<file path="src/rtl/peri_bus_pkg.sv">
// Shared types and constants for the peripheral bus demultiplexer.
//   ERR_RDATA  : read data returned for unmapped accesses
//   IdxW       : width of the slave index field in the address
//   peri_txn_t : one outstanding transaction (target slave, error flag)
package peri_bus_pkg;

   localparam logic [31:0] ERR_RDATA = 32'hBADC_AB1E;
   localparam int          IdxW      = 4;

   typedef struct packed {
      logic [IdxW-1:0] idx;
      logic            err;
   } peri_txn_t;

endpackage

</file>
<file path="src/rtl/peri_txn_fifo.sv">
// In-order tracker for outstanding peripheral transactions.
//   clk, rst_n : clock, async active-low reset (flushes the FIFO)
//   push, din  : enqueue one entry (caller never pushes when full)
//   pop        : dequeue the head entry (caller never pops when empty)
//   full/empty : occupancy status
//   head       : oldest entry, valid while !empty
module peri_txn_fifo
   import peri_bus_pkg::*;
#(
   parameter int  DEPTH = 2,
   parameter type T     = peri_txn_t
) (
   input  logic clk,
   input  logic rst_n,
   input  logic push,
   input  T     din,
   input  logic pop,
   output logic full,
   output logic empty,
   output T     head
);

   localparam int AW = (DEPTH > 1) ? $clog2(DEPTH) : 1;

   // Index plus a wrap bit; the pointers are equal-indexed with opposite
   // wrap bits exactly when the FIFO is full. Index wraps at DEPTH so any
   // depth works, not only powers of two.
   logic [AW-1:0] wr_idx, rd_idx;
   logic          wr_wrap, rd_wrap;
   T              mem [DEPTH];

   always_ff @(posedge clk or negedge rst_n) begin
      if (!rst_n) begin
         wr_idx  <= '0;
         wr_wrap <= 1'b0;
         rd_idx  <= '0;
         rd_wrap <= 1'b0;
      end else begin
         if (push) begin
            if (wr_idx == AW'(DEPTH - 1)) begin
               wr_idx  <= '0;
               wr_wrap <= ~wr_wrap;
            end else begin
               wr_idx <= wr_idx + AW'(1);
            end
         end
         if (pop) begin
            if (rd_idx == AW'(DEPTH - 1)) begin
               rd_idx  <= '0;
               rd_wrap <= ~rd_wrap;
            end else begin
               rd_idx <= rd_idx + AW'(1);
            end
         end
      end
   end

   always_ff @(posedge clk) begin
      if (push) begin
         mem[wr_idx] <= din;
      end
   end

   assign empty = (wr_idx == rd_idx) && (wr_wrap == rd_wrap);
   assign full  = (wr_idx == rd_idx) && (wr_wrap != rd_wrap);
   assign head  = mem[rd_idx];

endmodule

</file>
<file path="src/rtl/peri_bus_demux.sv">
// Peripheral bus demultiplexer: routes core peripheral-port requests to one
// of NSlv slaves by address, answers unmapped accesses internally with an
// error response, and returns all responses in grant order.
//   m_*         : core side (req/addr/write/be/wdata in; gnt/rvalid/rdata/err out)
//   s_req       : per-slave request; s_addr/write/be/wdata broadcast to all
//   s_gnt/s_rvalid/s_rdata : per-slave grant and response
//   proto_err_o : sticky, set by any slave response that was not expected
module peri_bus_demux
   import peri_bus_pkg::*;
#(
   parameter int          NSlv      = 4,
   parameter logic [31:0] PeriBase  = 32'h1A10_0000,
   parameter logic [31:0] PeriMask  = 32'h0000_FFFF,
   parameter int          RegionLsb = 12,
   parameter int          MaxOutst  = 2
) (
   input  logic                 clk,
   input  logic                 rst_n,
   input  logic                 m_req,
   input  logic [31:0]          m_addr,
   input  logic                 m_write,
   input  logic [3:0]           m_be,
   input  logic [31:0]          m_wdata,
   output logic                 m_gnt,
   output logic                 m_rvalid,
   output logic [31:0]          m_rdata,
   output logic                 m_err,
   output logic [NSlv-1:0]      s_req,
   output logic [31:0]          s_addr,
   output logic                 s_write,
   output logic [3:0]           s_be,
   output logic [31:0]          s_wdata,
   input  logic [NSlv-1:0]      s_gnt,
   input  logic [NSlv-1:0]      s_rvalid,
   input  logic [NSlv-1:0][31:0] s_rdata,
   output logic                 proto_err_o
);

   logic [IdxW-1:0] idx;
   logic            mapped;
   logic            full, empty;
   logic            req_ok;
   logic            sel_gnt;
   logic            head_rvalid;
   logic [31:0]     head_rdata;
   logic            stray;
   logic            err_pop;
   logic            push, pop;
   peri_txn_t       push_txn, head;

   assign idx    = m_addr[RegionLsb +: IdxW];
   assign mapped = ((m_addr & ~PeriMask) == PeriBase) && (32'(idx) < 32'(NSlv));

   // Gating with rst_n keeps grants and requests quiet while reset is held,
   // even though the request path itself is purely combinational.
   assign req_ok = rst_n & m_req & ~full;

   assign s_addr  = m_addr & PeriMask;
   assign s_write = m_write;
   assign s_be    = m_be;
   assign s_wdata = m_wdata;

   assign err_pop = ~empty & head.err;

   always_comb begin
      s_req       = '0;
      sel_gnt     = 1'b0;
      head_rvalid = 1'b0;
      head_rdata  = '0;
      stray       = 1'b0;
      for (int i = 0; i < NSlv; i++) begin
         if (idx == IdxW'(i)) begin
            s_req[i] = req_ok & mapped;
            sel_gnt  = s_gnt[i];
         end
         // Only the slave named by a mapped head may respond; anything else,
         // including a response while an error entry is at the head, is dropped.
         if (!empty && !head.err && head.idx == IdxW'(i)) begin
            head_rvalid = s_rvalid[i];
            head_rdata  = s_rdata[i];
         end else begin
            stray = stray | s_rvalid[i];
         end
      end
   end

   assign m_gnt = mapped ? (req_ok & sel_gnt) : req_ok;

   assign push         = m_gnt;
   assign push_txn.idx = idx;
   assign push_txn.err = ~mapped;
   assign pop          = err_pop | head_rvalid;

   assign m_rvalid = pop;
   assign m_err    = err_pop;
   assign m_rdata  = err_pop ? ERR_RDATA : (head_rvalid ? head_rdata : 32'h0);

   always_ff @(posedge clk or negedge rst_n) begin
      if (!rst_n) begin
         proto_err_o <= 1'b0;
      end else if (stray) begin
         proto_err_o <= 1'b1;
      end
   end

   peri_txn_fifo #(
      .DEPTH (MaxOutst),
      .T     (peri_txn_t)
   ) u_txn_fifo (
      .clk   (clk),
      .rst_n (rst_n),
      .push  (push),
      .din   (push_txn),
      .pop   (pop),
      .full  (full),
      .empty (empty),
      .head  (head)
   );

endmodule

</file>
<file path="config.mk">
export PLATFORM = sky130hd
export DESIGN_NAME = peri_bus_demux
export DESIGN_NICKNAME = d
export VERILOG_FILES = /design/src/rtl/peri_bus_pkg.sv /design/src/rtl/peri_txn_fifo.sv /design/src/rtl/peri_bus_demux.sv
export SDC_FILE = /design/constraint.sdc
export NUM_CORES = 1
export LEC_CHECK = 0
export CORE_AREA = 3 3 123 125
export CTS_BUF_LIST = sky130_fd_sc_hd__clkbuf_4
export CTS_CLUSTER_DIAMETER = 40
export DETAILED_ROUTE_END_ITERATION = 6
export DIE_AREA = 0 0 126 128
export REMOVE_ABC_BUFFERS = 1
export SLEW_MARGIN = 40
export SYNTH_ARGS = -nofsm -noshare
export SYNTH_HDL_FRONTEND = slang
export SYNTH_HIERARCHICAL = 1
export SYNTH_SLANG_ARGS = --single-unit
</file>
<file path="constraint.sdc">
create_clock -name clk -period 3.5 [get_ports clk]
set_clock_uncertainty 0.1 [all_clocks]
set_input_delay 0.875 -clock clk [delete_from_list [all_inputs] [get_ports clk]]
set_output_delay 0.875 -clock clk [all_outputs]
set_load 0.005 [all_outputs]
</file>
---- Word-level counts from Yosys, hierarchy flattened ----
Memory sizes are Yosys's and may differ from the RTL's.
Cells that the tools add are included.
word-level totals
  register bits after elaboration ......... 5
  RAM bits ................................ 10
  input bits .............................. 208
  output and inout port bits .............. 109
  word-level logic and storage cells ...... 74
  memories ................................ 1
operators by class
  add/subtract/negate cells ............... 2
  $lt $le $gt $ge ......................... 1
  eq/ne operators ......................... 10
  muxes and demuxes ....................... 27
  bitwise operators ....................... 14
  reductions and logical operators ........ 14
memories
  memory          depth  bits a word  read ports  clocked after Yosys merged registers in  wr ports  RTL line             text
  u_txn_fifo.mem  2      5            1           0                                        1         peri_txn_fifo.sv:30  T mem [DEPTH];
operator list
  kind                  count
  $mux 32               6
  $mux 1                21
  $eq 16x13->1 const B  1
  $eq 4x2->1 const B    4
  $eq 4x1->1 const B    2
  $logic_and 1x1->1     8
  $logic_not 4->1       2
  $and 1x1->1           5
  $not 1->1             5
  $lt 4x3->1 const B    1
  $or 1x1->1            4
  $reduce_and 2->1      2
  $add 1x1->1 const B   2
  $eq 1x1->1            2
  $logic_not 1->1       2
  $ne 1x1->1            1

---- Logic depth before layout (Yosys ltp) ----
Gate-level depths: netlist of the first run.
  word-level depth ........................ 12
  mapped depth ............................ 10

---- By module ----
Netlist of the first run, hierarchy kept.
by module, submodules not included
  module          times used  cells an instance  area each (um^2)
  peri_bus_demux  1           279                2,170.8
  peri_txn_fifo   1           31                 569.3

---- Worst setup path before layout of the first run ----
No wires, ideal clock.
  path kind ............................... register to output
  start point ............................. register u_txn_fifo.rd_idx
  end point ............................... output m_rdata[2]
  arrival time ............................ 2,105 ps
  required time ........................... 2,525 ps
  path slack .............................. 420 ps
  stages on the path, launching flop included .. 7
  path buffers ............................ 2
  cell sequence ........................... dfrtp_1 buf_6 mux2_4 or4_4 buf_6 or3_1 a211oi_1
RTL lines
  what                    RTL line              text
  from (decl)             peri_txn_fifo.sv:28   logic [AW-1:0] wr_idx, rd_idx;
  from (signal assigned)  peri_txn_fifo.sv:52   rd_idx <= rd_idx + AW'(1);
  to (decl)               peri_bus_demux.sv:26  output logic [31:0] m_rdata,

==> results of run 1 <==
[layout make-up]
cell class | count | area (sq um) | share of cell area (%)
flip-flops and latches | 15 | 427 | 8.00
clock buffers | 4 | 30.0 | 0.563
repair buffers | 270 | 2580 | 48.3
well taps | 180 | 225 | 4.22
inverters | 2 | 7.51 | 0.141
multi-input cells | 218 | 2070 | 38.8
[worst max-delay path, cell delays in order (launching register included)]
cell and delay (ps):
dfrtp_2 480, mux2_4 350, or4_4 570, buf_6 150
buf_6 110, or3_4 370, a211oi_2 180, buf_2 150
[Yosys cell counts (all sizes together) (2+ instances only)]
cell     n
dfrtp    5
o22ai    7
mux4     3
inv      2
nand4b   3
a211oi  33
mux2i   40
mux2    14
edfxtp  10
nand2    4
and3    16
nor2b   10
or3     16
clkbuf   9
nor3    16
nand3    2
nor4     3
buf     83
nor4b    3
xor2     5
nor2     3
and2     3
o31ai    4
[metrics by stage]
step	total power, mW	std cells	worst slack, ps	util (%)	hold WS, ps
2_1_floorplan	1.29	233	-398	-	360
3_3_place_gp	2.54	647	-246	33.6	455
3_5_place_dp	2.58	647	-273	33.7	452
4_1_cts	3.02	681	-131	36.6	482
5_1_grt	3.32	689	-173	38.1	505
6_report	3.11	689	-97.9	38.1	478
[what timing repair did]
action / 4_1_cts / 5_1_grt
pin swaps: 16 / 16
hold buffers: 0 / 0
gates cloned: 4 / 0
gates resized for setup: 134 / 33
buffers inserted: 28 / 8
endpoints found under the setup margin: 38 / 24
[kinds of logic after synthesis]
| family | share of synthesized area (%) |
|---|---|
| and+or+nand+nor | 20.0 |
| xor gates and xnor gates | 1.92 |
| muxes | 23.5 |
| other | 0.137 |
| AOI/OAI and AO/OA | 15.3 |
| buffers and inverters | 23.7 |
| DFF | 15.5 |
[layer usage]
metal / track usage [%] / vias to the layer above / part of all wire (%)
met5: 4.02 / - / 0.48
met4: 2.40 / 2 / 0.96
met3: 12.7 / 10 / 16
met2: 30.7 / 234 / 49
met1: 17.4 / 1473 / 33
li1: - / 1485 / -
[state kept, by name, summed over array words and instances, names as in the netlist]
| register | flops |
|---|---|
| u_txn_fifo/wr_wrap | 1 |
| u_txn_fifo/rd_idx | 1 |
| u_txn_fifo/mem | 10 |
| proto_err_o | 1 |
| u_txn_fifo/wr_idx | 1 |
| u_txn_fifo/rd_wrap | 1 |
[worst paths after layout]
path | startpoint | endpoint | slack [ps] | cells after the start
setup / recovery | u_txn_fifo/rd_idx$_DFFE_PN0P_ | m_rdata[29] | -100 | 7
hold / removal | u_txn_fifo/wr_wrap$_DFFE_PN0P_ | u_txn_fifo/wr_wrap$_DFFE_PN0P_ | 480 | 2
setup reg to reg | u_txn_fifo/rd_idx$_DFFE_PN0P_ | proto_err_o$_DFFE_PN0P_ | 940 | 6
hold reg to reg | u_txn_fifo/wr_wrap$_DFFE_PN0P_ | u_txn_fifo/wr_wrap$_DFFE_PN0P_ | 480 | 2
max in group asynchronous | rst_n | u_txn_fifo/rd_idx$_DFFE_PN0P_ | 2390 | 2
min in group asynchronous | rst_n | u_txn_fifo/wr_wrap$_DFFE_PN0P_ | 790 | 2
[report_power, final]
group | switching [mW] | total (mW) | internal [mW]
Clock | 0.0473 | 0.0991 | 0.0518
Combinational | 1.23 | 2.74 | 1.50
Sequential | 0.0360 | 0.274 | 0.238
Total | 1.32 | 3.11 | 1.79
==> run metrics, run 1 <==
status finished, violations left; failing checks negative setup slack; GP Congestion 0.862; largest area contributor in the netlist buf_4; Initial Util 19.6%; Final Max Slew Viols 0; vias per inst 4.65; Die ar. 16100 sq um; leading cell type in the layout, fill and taps excluded clkdlybuf4s50_1; antenna-violating nets left 0; Layout area overhead 94.7%; crit start category flop; ant diodes 0; DRC Markers 0; clock latency on the worst-skew pair 270 ps; fmax 278 MHz; register area share after synthesis 15.5%; Cell Area, Synth 2740 sq um; RSZ-0062 raised after global routing yes; crit path DAT 2620 ps; largest net degree at the start of global routing 37; Overall Global Routing Usage 17.6%; Mapped Cells 310; minimum clock period 3600 ps; Top Ports 317; Placed Area 4710 sq um; Die Width 126 um; critical path class reg -> out; Yosys top cell area share 19.2%; Crit Path Max Fanout 5; DR vias 3204; final setup vio count 10; crit end category primary output; Total Wirelength 15500 um; CTS tree yes; Primary FF master, synth edfxtp_1; DRT Pass-1 Iters 4; number of global-route vias before repair 3273; Mean Syn Cell Area 8.84 sq um; fraction of layout instances using a drive strength above 1 34.4%; Port Buffers 202; DP HPWL 12300 um; EDFF count, synth 10; core outline area 14000 sq um; initial antenna violation count 0; CTS HTree Levels 1; top post-synthesis cells by area buf_4, mux2i_1, edfxtp_1; Req. time, crit path 2520 ps; Netlist cell types 46; Filler Cell Count 1418; PwrDens 583 nW/um^2; Max Cap Viol 0; Peak VDD IR 391 uV; HP Class reg -> reg; PnR worst setup slack -97.9 ps; first-pass GRT wire length 21100 um; TritonCTS buffer count 3; Congestion Overflow GR 0; CTS clk-pin slew, worst paths 80 ps; Yosys warnings 6; P_leak 2.26 nW; num rows 43; crit share post-route 103%; Worst-Margin Slew 614 ps; commonest cells after routing, fill and taps aside clkdlybuf4s50_1, buf_4, mux2i_1; Setup TNS -622 ps; DIE HEIGHT 128 um; Hold Violations, Final 0; Design Area, Final 5340 sq um; initial drt markers 74; worst relative slew slack 59.0%; clock root buffer clkbuf_4; NumNets Final 718; Synth Register Bits 15; Sink Count 15; Max clock buf depth 2; ys async rst share 33.3%; wire length per cell 22.6 um
(Power assumes the default switching activity.)
==> run 2, diff against run 1 <==
- CTS_BUF_LIST: sky130_fd_sc_hd__clkbuf_4 -> sky130_fd_sc_hd__clkbuf_16
- CTS_CLUSTER_SIZE: unset -> 30
==> run 2 against run 1 <==
The run still ends with negative setup slack left. Routed wire length shrank 0.52%. Clock power rose by 120%. Setup slack better by 44 ps. Largest power group unchanged. Hold slack got worse by 5.0 ps. Critical path depth unchanged. Sequential share of layout area increased by 0.15 points. Non-clock buffer count down 8. Largest cell class unchanged. Total power fell by 0.14%. First-iteration DRC count is 31% higher. Final cell count shrank 1.0%. Via count is 1.8% lower. Global-route usage is essentially flat.
==> run metrics, run 2 (same netlist as run 1, synthesis figures left out) <==
status finished, violations left (unchanged); failing checks negative setup slack (unchanged); Max clock buf depth 2 (unchanged); Filler Cell Count 1442 (was 1418); fmax 281 MHz (was 278 MHz); Max Cap Viol 0 (unchanged); fraction of layout instances using a drive strength above 1 31.1% (was 34.4%); Hold-fix buffers, CTS 0 (unchanged); Sink Count 15 (unchanged); Flop pwr share 8.9% (was 8.8%); commonest cells after routing, fill and taps aside clkdlybuf4s50_1, buf_4, mux2i_1 (unchanged); Design Area, Final 5240 sq um (was 5340 sq um); Internal Dissipation 1.83 mW (was 1.79 mW); Comb pwr share 84.2% (was 88.0%); crit share post-route 102% (was 103%); RSZ-0062 raised after global routing yes (unchanged); DRC Markers 0 (unchanged); DP HPWL 12300 um (unchanged); wire length per cell 22.7 um (was 22.6 um); NumNets Final 711 (was 718); CTS HTree Levels 1 (unchanged); first-pass GRT wire length 21000 um (was 21100 um); P_leak 2.22 nW (was 2.26 nW); met3 Track Usage GR 12.8% (was 12.7%); DR vias 3145 (was 3204); CTS clk-pin slew, worst paths 50 ps (was 80 ps); DIE HEIGHT 128 um (unchanged); Setup TNS -104 ps (was -622 ps); Req. time, crit path 2520 ps (about the same); Layout area overhead 91.2% (was 94.7%); initial antenna violation count 0 (unchanged); M2 GR Usage 30.8% (was 30.7%); Initial Util 19.6% (unchanged); Hold Violations, Final 0 (unchanged); PwrDens 593 nW/um^2 (was 583 nW/um^2); vias per inst 4.61 (was 4.65); crit end category primary output (unchanged); Final Max Slew Viols 0 (unchanged); Setup WS pre-CTS -273 ps (unchanged); clock root buffer clkbuf_16 (was clkbuf_4); minimum clock period 3550 ps (was 3600 ps); Top Ports 317 (unchanged); number of global-route vias before repair 3204 (was 3273); clock latency on the worst-skew pair 240 ps (was 270 ps); worst relative slew slack 60.1% (was 59.0%); Worst-Margin Slew 597 ps (was 614 ps); Port Buffers 202 (unchanged); Largest register FFs 10 (unchanged); num rows 43 (unchanged); Congestion Overflow GR 0 (unchanged); TritonCTS buffer count 3 (unchanged); Placed Area 4710 sq um (unchanged); antenna-violating nets left 0 (unchanged); Total Wirelength 15500 um (about the same); Die Width 126 um (unchanged); GP Congestion 0.862 (unchanged); Die ar. 16100 sq um (unchanged); Layout Utilization 37.5% (was 38.1%); core outline area 14000 sq um (unchanged); DRT Pass-1 Iters 4 (unchanged); WHS 473 ps (was 478 ps); clock power share 6.9% (was 3.2%); Layout Cells excl Fill 682 (was 689); Switching Power 1.28 mW (was 1.32 mW); crit path DAT 2580 ps (was 2620 ps); crit start category flop (unchanged); critical path class reg -> out (unchanged); GRT Max-Usage Layer met2 (unchanged); PnR worst setup slack -53.9 ps (was -97.9 ps); Crit Path Max Fanout 5 (unchanged); final setup vio count 3 (was 10); HP Class reg -> reg (unchanged); placed insts 647 (unchanged); Overall Global Routing Usage 17.7% (was 17.6%); Peak VDD IR 356 uV (was 391 uV); leading cell type in the layout, fill and taps excluded clkdlybuf4s50_1 (unchanged); met1 usage 17.2% (was 17.4%); Top reg by flops u_txn_fifo/mem (unchanged); initial drt markers 97 (was 74); largest net degree at the start of global routing 37 (unchanged); CTS tree yes (unchanged); ant diodes 0 (unchanged); Sw Share 41.1% (was 42.3%); Power, Total 3.11 mW (about the same)
[run 2: worst max-delay path, cell delays in order (launching register included)]
cell and delay (ps):
dfrtp_2 460, mux2_4 350, or4_4 570, buf_6 140, buf_6 110, or3_4 360, a211oi_2 190, buf_2 140
[run 2: final timing paths]
check                                                    start                             end  slack (ps)  cells after the start
max in group asynchronous                                rst_n   u_txn_fifo/rd_idx$_DFFE_PN0P_        2360                      2
worst min-delay path            u_txn_fifo/wr_wrap$_DFFE_PN0P_  u_txn_fifo/wr_wrap$_DFFE_PN0P_         470                      2
worst max-delay path             u_txn_fifo/rd_idx$_DFFE_PN0P_                     m_rdata[20]         -50                      7
worst min register to register  u_txn_fifo/wr_wrap$_DFFE_PN0P_  u_txn_fifo/wr_wrap$_DFFE_PN0P_         470                      2
min in group asynchronous                                rst_n  u_txn_fifo/wr_wrap$_DFFE_PN0P_         820                      2
worst max register to register   u_txn_fifo/rd_idx$_DFFE_PN0P_         proto_err_o$_DFFE_PN0P_        1050                      5
[run 2: final cells by class]
| class | count | area, sq um | area share [%] |
|---|---|---|---|
| Multi-Input combinational cell | 219 | 1980 | 37.9 |
| Sequential cell | 15 | 427 | 8.14 |
| Inverter | 2 | 7.51 | 0.143 |
| Clock buffer | 3 | 75.1 | 1.43 |
| Timing Repair Buffer | 262 | 2520 | 48.1 |
| Tap cell | 180 | 225 | 4.30 |
| Clock inverter | 1 | 3.75 | 0.0717 |
[run 2: power groups by stage]
| stage | Combinational [mW] | Clock (mW) | Sequential, mW |
|---|---|---|---|
| 2_1_floorplan | 1.02 | 0 | 0.276 |
| 3_3_place_gp | 2.27 | 0 | 0.270 |
| 3_5_place_dp | 2.31 | 0 | 0.273 |
| 4_1_cts | 2.57 | 0.220 | 0.278 |
| 5_1_grt | 2.80 | 0.228 | 0.285 |
| 6_report | 2.62 | 0.214 | 0.277 |
[run 2: timing repair]
action / CTS / global route
gates resized for setup: 124 / 29
gates cloned: 4 / 0
pin swaps: 17 / 24
setup endpoints to repair: 38 / 36
buffers inserted: 24 / 7
[run 2: layer usage]
layer	share of wire, %	wire, um
met5	0.48	74
met4	1.4	218
met3	17	2590
met2	48	7430
met1	33	5150
==> run 3, diff against run 2 <==
- SKIP_LAST_GASP: unset -> 1
==> run 3 against run 2 <==
The flow still finishes with violations (negative setup slack). Final area is 1.5% higher. First-iteration DRC count is 31% lower. Combinational power is 2% higher. Flip-flop and latch count stayed put. Critical path depth stayed put. Global-route usage hardly changed. Hold slack hardly changed. Die area stayed put. Core utilization is 0.55 points higher. Critical path type unchanged. Largest cell class unchanged.
==> run metrics, run 3 (same netlist as run 1, synthesis figures left out) <==
Sw Share 41.6% (was 41.1%); largest net degree at the start of global routing 37 (unchanged); antenna-violating nets left 0 (unchanged); initial drt markers 67 (was 97); worst stage delay on the critical path 550 ps (was 570 ps); crit start category flop (unchanged); Hold Violations, Final 0 (unchanged); final setup vio count 11 (was 3); DRC Markers 0 (unchanged); failing checks negative setup slack (unchanged); ant diodes 0 (unchanged); NumNets Final 717 (was 711); Overall Global Routing Usage 17.7% (about the same); Largest register FFs 10 (unchanged); Max clock buf depth 2 (unchanged); Switching Power 1.31 mW (was 1.28 mW); Top reg by flops u_txn_fifo/mem (unchanged); core outline area 14000 sq um (unchanged); crit share post-route 103% (was 102%); DR vias 3198 (was 3145); wire length per cell 22.8 um (was 22.7 um); PnR worst setup slack -88.8 ps (was -53.9 ps); fraction of layout instances using a drive strength above 1 33.5% (was 31.1%); Layout area overhead 94.0% (was 91.2%); DRT Pass-1 Iters 4 (unchanged); DIE HEIGHT 128 um (unchanged); Final Max Slew Viols 0 (unchanged); clock latency on the worst-skew pair 240 ps (about the same); Critical Path Slowest Stage Cell or4_4 (unchanged); P_leak 2.27 nW (was 2.22 nW); Worst-Margin Slew 609 ps (was 597 ps); Sink Count 15 (unchanged); CTS clk-pin slew, worst paths 50 ps (about the same); vias per inst 4.65 (was 4.61); CTS HTree Levels 1 (unchanged); initial antenna violation count 0 (unchanged); clock power share 6.8% (was 6.9%); crit path DAT 2610 ps (was 2580 ps); Congestion Overflow GR 0 (unchanged); DP HPWL 12300 um (unchanged); Layout Utilization 38.0% (was 37.5%); CTS tree yes (unchanged); number of global-route vias before repair 3209 (was 3204); Crit Path Max Fanout 5 (unchanged); Setup TNS -522 ps (was -104 ps); crit end category primary output (unchanged); Max Cap Viol 0 (unchanged); Comb pwr share 84.4% (was 84.2%); Port Buffers 202 (unchanged); Initial Util 19.6% (unchanged); Layout Cells excl Fill 688 (was 682); Flop pwr share 8.8% (was 8.9%); Internal Dissipation 1.84 mW (was 1.83 mW); status finished, violations left (unchanged); CP Cell Sequence mux2_4, or4_4, buf_4, buf_4, or3_4, a211oi_2, buf_2 (was mux2_4, or4_4, buf_6, buf_6, or3_4, a211oi_2, buf_2); Die ar. 16100 sq um (unchanged); WP buf/inv 3 (unchanged); critical path class reg -> out (unchanged); Placed Area 4710 sq um (unchanged); worst relative slew slack 59.3% (was 60.1%); first-pass GRT wire length 20900 um (was 21000 um); Top Ports 317 (unchanged); placed insts 647 (unchanged); Die Width 126 um (unchanged); Design Area, Final 5320 sq um (was 5240 sq um); commonest cells after routing, fill and taps aside clkdlybuf4s50_1, buf_4, mux2i_1 (unchanged); fmax 279 MHz (was 281 MHz); minimum clock period 3590 ps (was 3550 ps); clock root buffer clkbuf_16 (unchanged); most frequent cell on the critical path buf_4 (was buf_6); TritonCTS buffer count 3 (unchanged); num rows 43 (unchanged); Setup WS pre-CTS -273 ps (unchanged); PwrDens 593 nW/um^2 (about the same); leading cell type in the layout, fill and taps excluded clkdlybuf4s50_1 (unchanged); Peak VDD IR 341 uV (was 356 uV); GP Congestion 0.862 (unchanged); RSZ-0062 raised after global routing yes (unchanged); Req. time, crit path 2520 ps (about the same); Total Wirelength 15700 um (was 15500 um); HP Class reg -> reg (unchanged); Worst path top cell family by delay simple AND/OR/NAND/NOR gates (unchanged)
[run 3: cell types whose count changed in the layout (fill, tap and decap cells not counted), sizes merged]
cell and change:
dlygate4sd2 -2, buf +4, clkbuf +4, dlymetal6s2s +1
clkdlybuf4s15 -1
[run 3: what timing repair did]
item                                    in CTS  in global routing
hold buffers                                 0                  0
endpoints found under the setup margin      38                 36
buffers inserted                            24                 11
resized for setup                          106                 50
gates cloned                                 4                  0
endpoints found under the hold margin        0                  0
pin swaps                                   13                 19
[run 3: per-layer routing]
| metal | routed length [um] | track usage, % | vias to the layer above | share of wire (%) |
|---|---|---|---|---|
| li1 | - | - | 1478 | - |
| met1 | 5260 | 17.3 | 1473 | 33 |
| met2 | 7700 | 31.1 | 233 | 49 |
| met3 | 2570 | 12.8 | 12 | 16 |
| met4 | 102 | 1.70 | 2 | 0.65 |
| met5 | 74 | 4.02 | - | 0.47 |
[run 3: final timing paths]
path,start,endpoint,slack [ps],cells past startpoint
hold / removal,u_txn_fifo/wr_wrap$_DFFE_PN0P_,u_txn_fifo/wr_wrap$_DFFE_PN0P_,470,2
setup / recovery,u_txn_fifo/rd_idx$_DFFE_PN0P_,m_rdata[3],-90,7
hold reg to reg,u_txn_fifo/wr_wrap$_DFFE_PN0P_,u_txn_fifo/wr_wrap$_DFFE_PN0P_,470,2
setup reg to reg,u_txn_fifo/rd_idx$_DFFE_PN0P_,proto_err_o$_DFFE_PN0P_,940,6
min in group asynchronous,rst_n,u_txn_fifo/wr_wrap$_DFFE_PN0P_,820,2
max in group asynchronous,rst_n,u_txn_fifo/rd_idx$_DFFE_PN0P_,2360,2
[run 3: final cells by class]
type	count	area, sq um
clock buffers	3	75.1
clock inverters	1	3.75
fillers	1417	8670
inverters	2	7.51
multi-input cells	219	2030
flip-flops and latches	15	427
well taps	180	225
repair buffers	268	2550
[run 3: stage by stage]
| stage | power (mW) | hold slack, ps |
|---|---|---|
| 2_1_floorplan | 1.29 | 360 |
| 3_3_place_gp | 2.54 | 455 |
| 3_5_place_dp | 2.58 | 452 |
| 4_1_cts | 3.00 | 476 |
| 5_1_grt | 3.37 | 505 |
| 6_report | 3.15 | 472 |
[run 3: worst register-to-register path, delay by kind of cell, from the launching register on]
kind | cells | cell delay, ps
compound gates | 1 | 320
buf+inv | 2 | 340
flops | 1 | 460
mux | 1 | 350
simple gates | 2 | 870
[run 3: power by group through the flow]
stage / registers (mW) / clock network [mW] / logic, mW
floorplan: 0.276 / 0 / 1.02
global placement: 0.270 / 0 / 2.27
detailed placement: 0.273 / 0 / 2.31
CTS: 0.277 / 0.220 / 2.50
global route: 0.283 / 0.228 / 2.85
finish: 0.277 / 0.214 / 2.66
==> variant 1 (settings of run 3) <==
Make the reset (`rst_n`) synchronous in 2 clocked blocks. Comments in the files are not updated.
--- a/src/rtl/peri_txn_fifo.sv
+++ b/src/rtl/peri_txn_fifo.sv
@@ -29,7 +29,7 @@
    logic          wr_wrap, rd_wrap;
    T              mem [DEPTH];
 
-   always_ff @(posedge clk or negedge rst_n) begin
+   always_ff @(posedge clk) begin
       if (!rst_n) begin
          wr_idx  <= '0;
          wr_wrap <= 1'b0;
--- a/src/rtl/peri_bus_demux.sv
+++ b/src/rtl/peri_bus_demux.sv
@@ -95,7 +95,7 @@
    assign m_err    = err_pop;
    assign m_rdata  = err_pop ? ERR_RDATA : (head_rvalid ? head_rdata : 32'h0);
 
-   always_ff @(posedge clk or negedge rst_n) begin
+   always_ff @(posedge clk) begin
       if (!rst_n) begin
          proto_err_o <= 1'b0;
       end else if (stray) begin
Function: differs if rst_n is asserted again (counterexample within 4 cycles, from zero or initial values and one cycle with rst_n low); with rst_n held inactive, the same outputs for 10 cycles.
==> variant 1 against run 3 <==
The flow still finishes with violations (negative setup slack); sequential cell count rose by 1; via count down 12%; hold slack got worse by 82 ps; wire length down 16%; first-iteration DRC count increased by 15%; synthesized area shrank 8.9%; final area fell by 11%; setup slack worse by 6.0 ps.
Power is not compared: it rests on default switching activity, and its combinational part moved more than twofold at a synthesized area within 25%.
==> variant 1: results (changes against run 3) <==
HP Start=u_txn_fifo/wr_wrap$_SDFFE_PN0P_; Post-DP HPWL=10.5 mm (-14%); top cells by area, synth=buf_4, mux4_2, edfxtp_1; synthesized area per cell=8.98 um2 (+1.6%); fin nets=652 (-9.1%); Cell variety after synth=40 (-13%); Wirelength per Cell=21.2 um (-7.0%); Seq/Total Area, Yosys=16.8% (+1.3 points); Iteration-0 DRC Markers=77 (+15%); Worst setup startpoint=s_rvalid[0]; DRC Markers=0 (unchanged); post-placement cell count=609 (-5.9%); slowest cell on the critical path=mux4_2; crit-path max cell delay=490 ps (-60 ps); GPL Wtd Cong=0.887 (+2.8%); Setup Viol. Count Final=5 (-6); Leak=2.24 nW; status=complete, but fails checks; Worst slew margin=64.2% (+4.8 points); Post-Layout Cell Count=622 (-9.6%); GRT Util Overall=14.2% (-3.4 points); vias in the first global route=2856 (-11%); Port Buffer Count=202 (unchanged); Vias=2829 (-12%); failing checks=negative setup slack; ys async rst share=0% (-33 points); Worst Path Arrival=2620 ps (about the same); Final WS setup=-94.9 ps (-6.04 ps); first-pass GRT wire length=17.7 mm (-16%); share of layout cells above drive strength 1=17.6% (-16 points); first-pass iteration count of the detailed router=4 (unchanged); Commonest cells post-synth=buf_4, nand2_1, mux4_2, nand3_1, nor2b_1
[variant 1: power groups by stage]
stage	combinational, mW	clock [mW]	sequential [mW]
2_1_floorplan	0.458	0	0.239
3_3_place_gp	1.19	0	0.242
3_5_place_dp	1.19	0	0.243
4_1_cts	1.21	0.222	0.239
5_1_grt	1.31	0.231	0.243
6_report	1.21	0.216	0.240
[variant 1: path summary, 6_finish.rpt]
| path | to | slack [ps] | cells after the start |
|---|---|---|---|
| min | u_txn_fifo/wr_wrap$_SDFFE_PN0P_ | 390 | 2 |
| min reg2reg | u_txn_fifo/wr_wrap$_SDFFE_PN0P_ | 390 | 2 |
| max | m_rvalid | -90 | 6 |
| max reg2reg | u_txn_fifo/rd_wrap$_SDFFE_PN0P_ | 990 | 9 |
[variant 1: per-stage QoR]
step	setup TNS, ps	setup slack (ps)	total power, mW	utilization [%]	instance area [um2]
floorplan	-884	-126	0.696	-	1920
global placement	-6440	-274	1.43	31.3	4370
detailed placement	-6990	-252	1.44	31.3	4370
CTS	-5070	-186	1.67	32.0	4470
global route	-851	-145	1.78	33.7	4710
finish	-191	-94.9	1.67	33.7	4710
[variant 1: timing repair]
action                     CTS  global route
resized for setup           10            45
cloned                       0             3
buffers inserted             0             6
setup endpoints to repair   38            38
pin swaps                    1             2
[variant 1: cells by family after synthesis]
group / share of synthesized area [%]
AO/OA/AOI/OAI: 13.5
XOR/XNOR: 1.40
adder cells (fa/ha/maj): 0.501
buffers and inverters: 25.6
flip-flops: 16.8
multiplexers: 21.8
other: 0.150
AND/OR/NAND/NOR: 20.3
[variant 1: layer usage]
layer / GRT usage, % / vias to the layer above / wire [um]
met3: 9.58 / 15 / 1810
met2: 20.4 / 209 / 5740
met4: 1.32 / 4 / 176
met1: 17.9 / 1336 / 5360
met5: 6.81 / - / 115
li1: - / 1265 / -
[variant 1: final cells by class]
| cell class | count | area share [%] |
|---|---|---|
| clock inverters | 1 | 0.0797 |
| multi-input cells | 190 | 33.6 |
| inverters | 2 | 0.159 |
| repair buffers | 230 | 50.8 |
| flip-flops and latches | 16 | 8.96 |
| well taps | 180 | 4.78 |
| clock buffers | 3 | 1.59 |
[variant 1: critical path: cells and delay by family]
kind / cells / cell delay [ps]
buffers and inverters: 3 / 1050
AND/OR/NAND/NOR: 2 / 200
multiplexers: 1 / 490
==> variant 2 (flow settings as in run 3) <==
Without the edit above. The parameter `NSlv` goes from 4 to 3.
--- a/src/rtl/peri_bus_demux.sv
+++ b/src/rtl/peri_bus_demux.sv
@@ -8,7 +8,7 @@
 module peri_bus_demux
    import peri_bus_pkg::*;
 #(
-   parameter int          NSlv      = 4,
+   parameter int          NSlv      = 3,
    parameter logic [31:0] PeriBase  = 32'h1A10_0000,
    parameter logic [31:0] PeriMask  = 32'h0000_FFFF,
    parameter int          RegionLsb = 12,
Interface: changed (resized s_gnt, s_rdata, s_req and s_rvalid); port bits go from 317 to 282. No check against the original RTL was run, so the function may have changed too.
==> variant 2 against run 3 <==
Synthesized area shrank 19%; count of clock-buffer cells in the layout did not move; final area shrank 24%; wire length shrank 30%; total power down 35%; sequential cell count stayed put; largest power group unchanged; setup slack better by 150 ps; first-iteration DRC count shrank 27%; fmax up 4.4%.
==> variant 2: results (changes against run 3) <==
Place WS=-430 ps (-157 ps); largest net degree at the start of global routing=25 (-32%); M1 WL=4.26 mm (-19%); Inverters=1 (-1); Post-synth EDFFs=10 (unchanged); Post-DP HPWL=8.90 mm (-28%); num sequential=15 (unchanged); first-pass GRT wire length=15.0 mm (-28%); ANT cells=0 (unchanged); Clock buffers and inverters, area share=1.96% (+0.48 points); Commonest cells post-synth=buf_4, nor2_1, a21oi_1, mux2i_1, o21ai_0; met1 Usage GRT=13.5% (-3.8 points); fin nets=596 (-17%); Wirelength per Cell=18.3 um (-20%); sequential cell area share=10.6% (+2.6 points); fillcell total=1482 (+4.6%); Vias/cell=4.09 (-12%); Post-Layout Cell Count=601 (-13%); GRT Util Overall=12.3% (-5.4 points); maximum VDD drop=0.000335 V (-1.7%); Cell variety after synth=35 (-24%); routed wl met2=4.50 mm (-42%); multi-input gates=194 (-11%); Plain + repair buffers=207 (-23%); vias in the first global route=2472 (-23%); Worst Path Arrival=2460 ps (-150 ps); Port Buffer Count=167 (-17%); share of layout cells above drive strength 1=16.4% (-17 points); status=complete, no violations; HP Start=proto_err_o$_DFFE_PN0P_; R2R Path End=u_txn_fifo/rd_wrap$_DFFE_PN0P_; NonClk Buf Share=49.6% (+1.6 points); synthesized area per cell=7.88 um2 (-11%); Root Buffer=clkbuf_16; Iteration-0 DRC Markers=49 (-27%); Longest Clk Path Bufs=2 (unchanged); Setup Viol. Count Final=0 (-11); post-placement cell count=579 (-11%); multi-input combinational area share=32.2% (-6.0 points); dpl cell area=0.00372 mm2 (-21%); H-tree levels=1 (unchanged); GR Layer Usage met2=17.9% (-13 points); hold endpoint=proto_err_o$_DFFE_PN0P_; Met3 Wirelength=2.12 mm (-17%); ys async rst share=33.3% (unchanged); Seq/Total Area, Yosys=19.1% (+3.6 points); setup slack, reg-to-reg=1360 ps (+420 ps); met3 Use GR=10.8% (-2.0 points); R2R depth=9 (+3); hold slack final=386 ps (-85.8 ps); Worst Path Max Fanout=4 (-1); top cells by area, synth=buf_4, mux2i_1, edfxtp_1; GPL Wtd Cong=0.800 (-7.2%); Cell Pwr Density=513 mW/mm2 (-14%); initial antenna violation count=0 (unchanged)
variant 2: changes by cell type in the layout (fill, tap and decap cells not counted), sizes merged, moves of 13 or more:
cell / before / now
a21oi: 0 / 34
o21ai: 0 / 22
or3: 16 / 0
nor3: 16 / 2
buf: 78 / 39
nor2: 3 / 48
and3: 16 / 0
dlygate4sd2: 18 / 31
clkdlybuf4s50: 159 / 127
a211oi: 33 / 1
variant 2: worst max-delay path by stage:
stage          depth (start not counted)  slack (ps)                           from           to
2_1_floorplan                          5         350  u_txn_fifo/rd_idx$_DFFE_PN0P_  m_rdata[11]
3_3_place_gp                           6        -350                     m_addr[23]     s_req[0]
3_5_place_dp                           7        -430                     m_addr[22]     s_req[2]
4_1_cts                                5        -200                     m_addr[14]     s_req[2]
5_1_grt                                7         -20                     m_addr[26]     s_req[1]
6_report                               5          60                     m_addr[14]     s_req[1]
variant 2: critical path, delay by kind of cell:
kind,cells,cell delay [ps]
AND/OR/NAND/NOR,3,850
buffers and inverters,2,730
variant 2: logic make-up after synthesis:
family | count (synthesis) | share of synthesized area [%]
buffers and inverters | 88 | 28.4
and+or+nand+nor | 76 | 17.7
AOI/OAI and AO/OA | 57 | 13.5
muxes | 39 | 18.7
DFF | 15 | 19.1
xor gates and xnor gates | 6 | 2.36
other | 1 | 0.169
variant 2: power by group:
group / internal, mW / total (mW) / leakage, nW / switching, mW
Combinational: 0.840 / 1.57 / 1.61 / 0.732
Sequential: 0.239 / 0.279 / 0.144 / 0.0403
Clock: 0.151 / 0.213 / 0.0423 / 0.0620
Total: 1.23 / 2.06 / 1.79 / 0.834
variant 2: repair_timing:
action | CTS | global route
pin swaps | 5 | 5
setup buffers | 7 | 9
gates resized for setup | 49 | 18
cloned | 2 | 0
endpoints found under the setup margin | 37 | 27
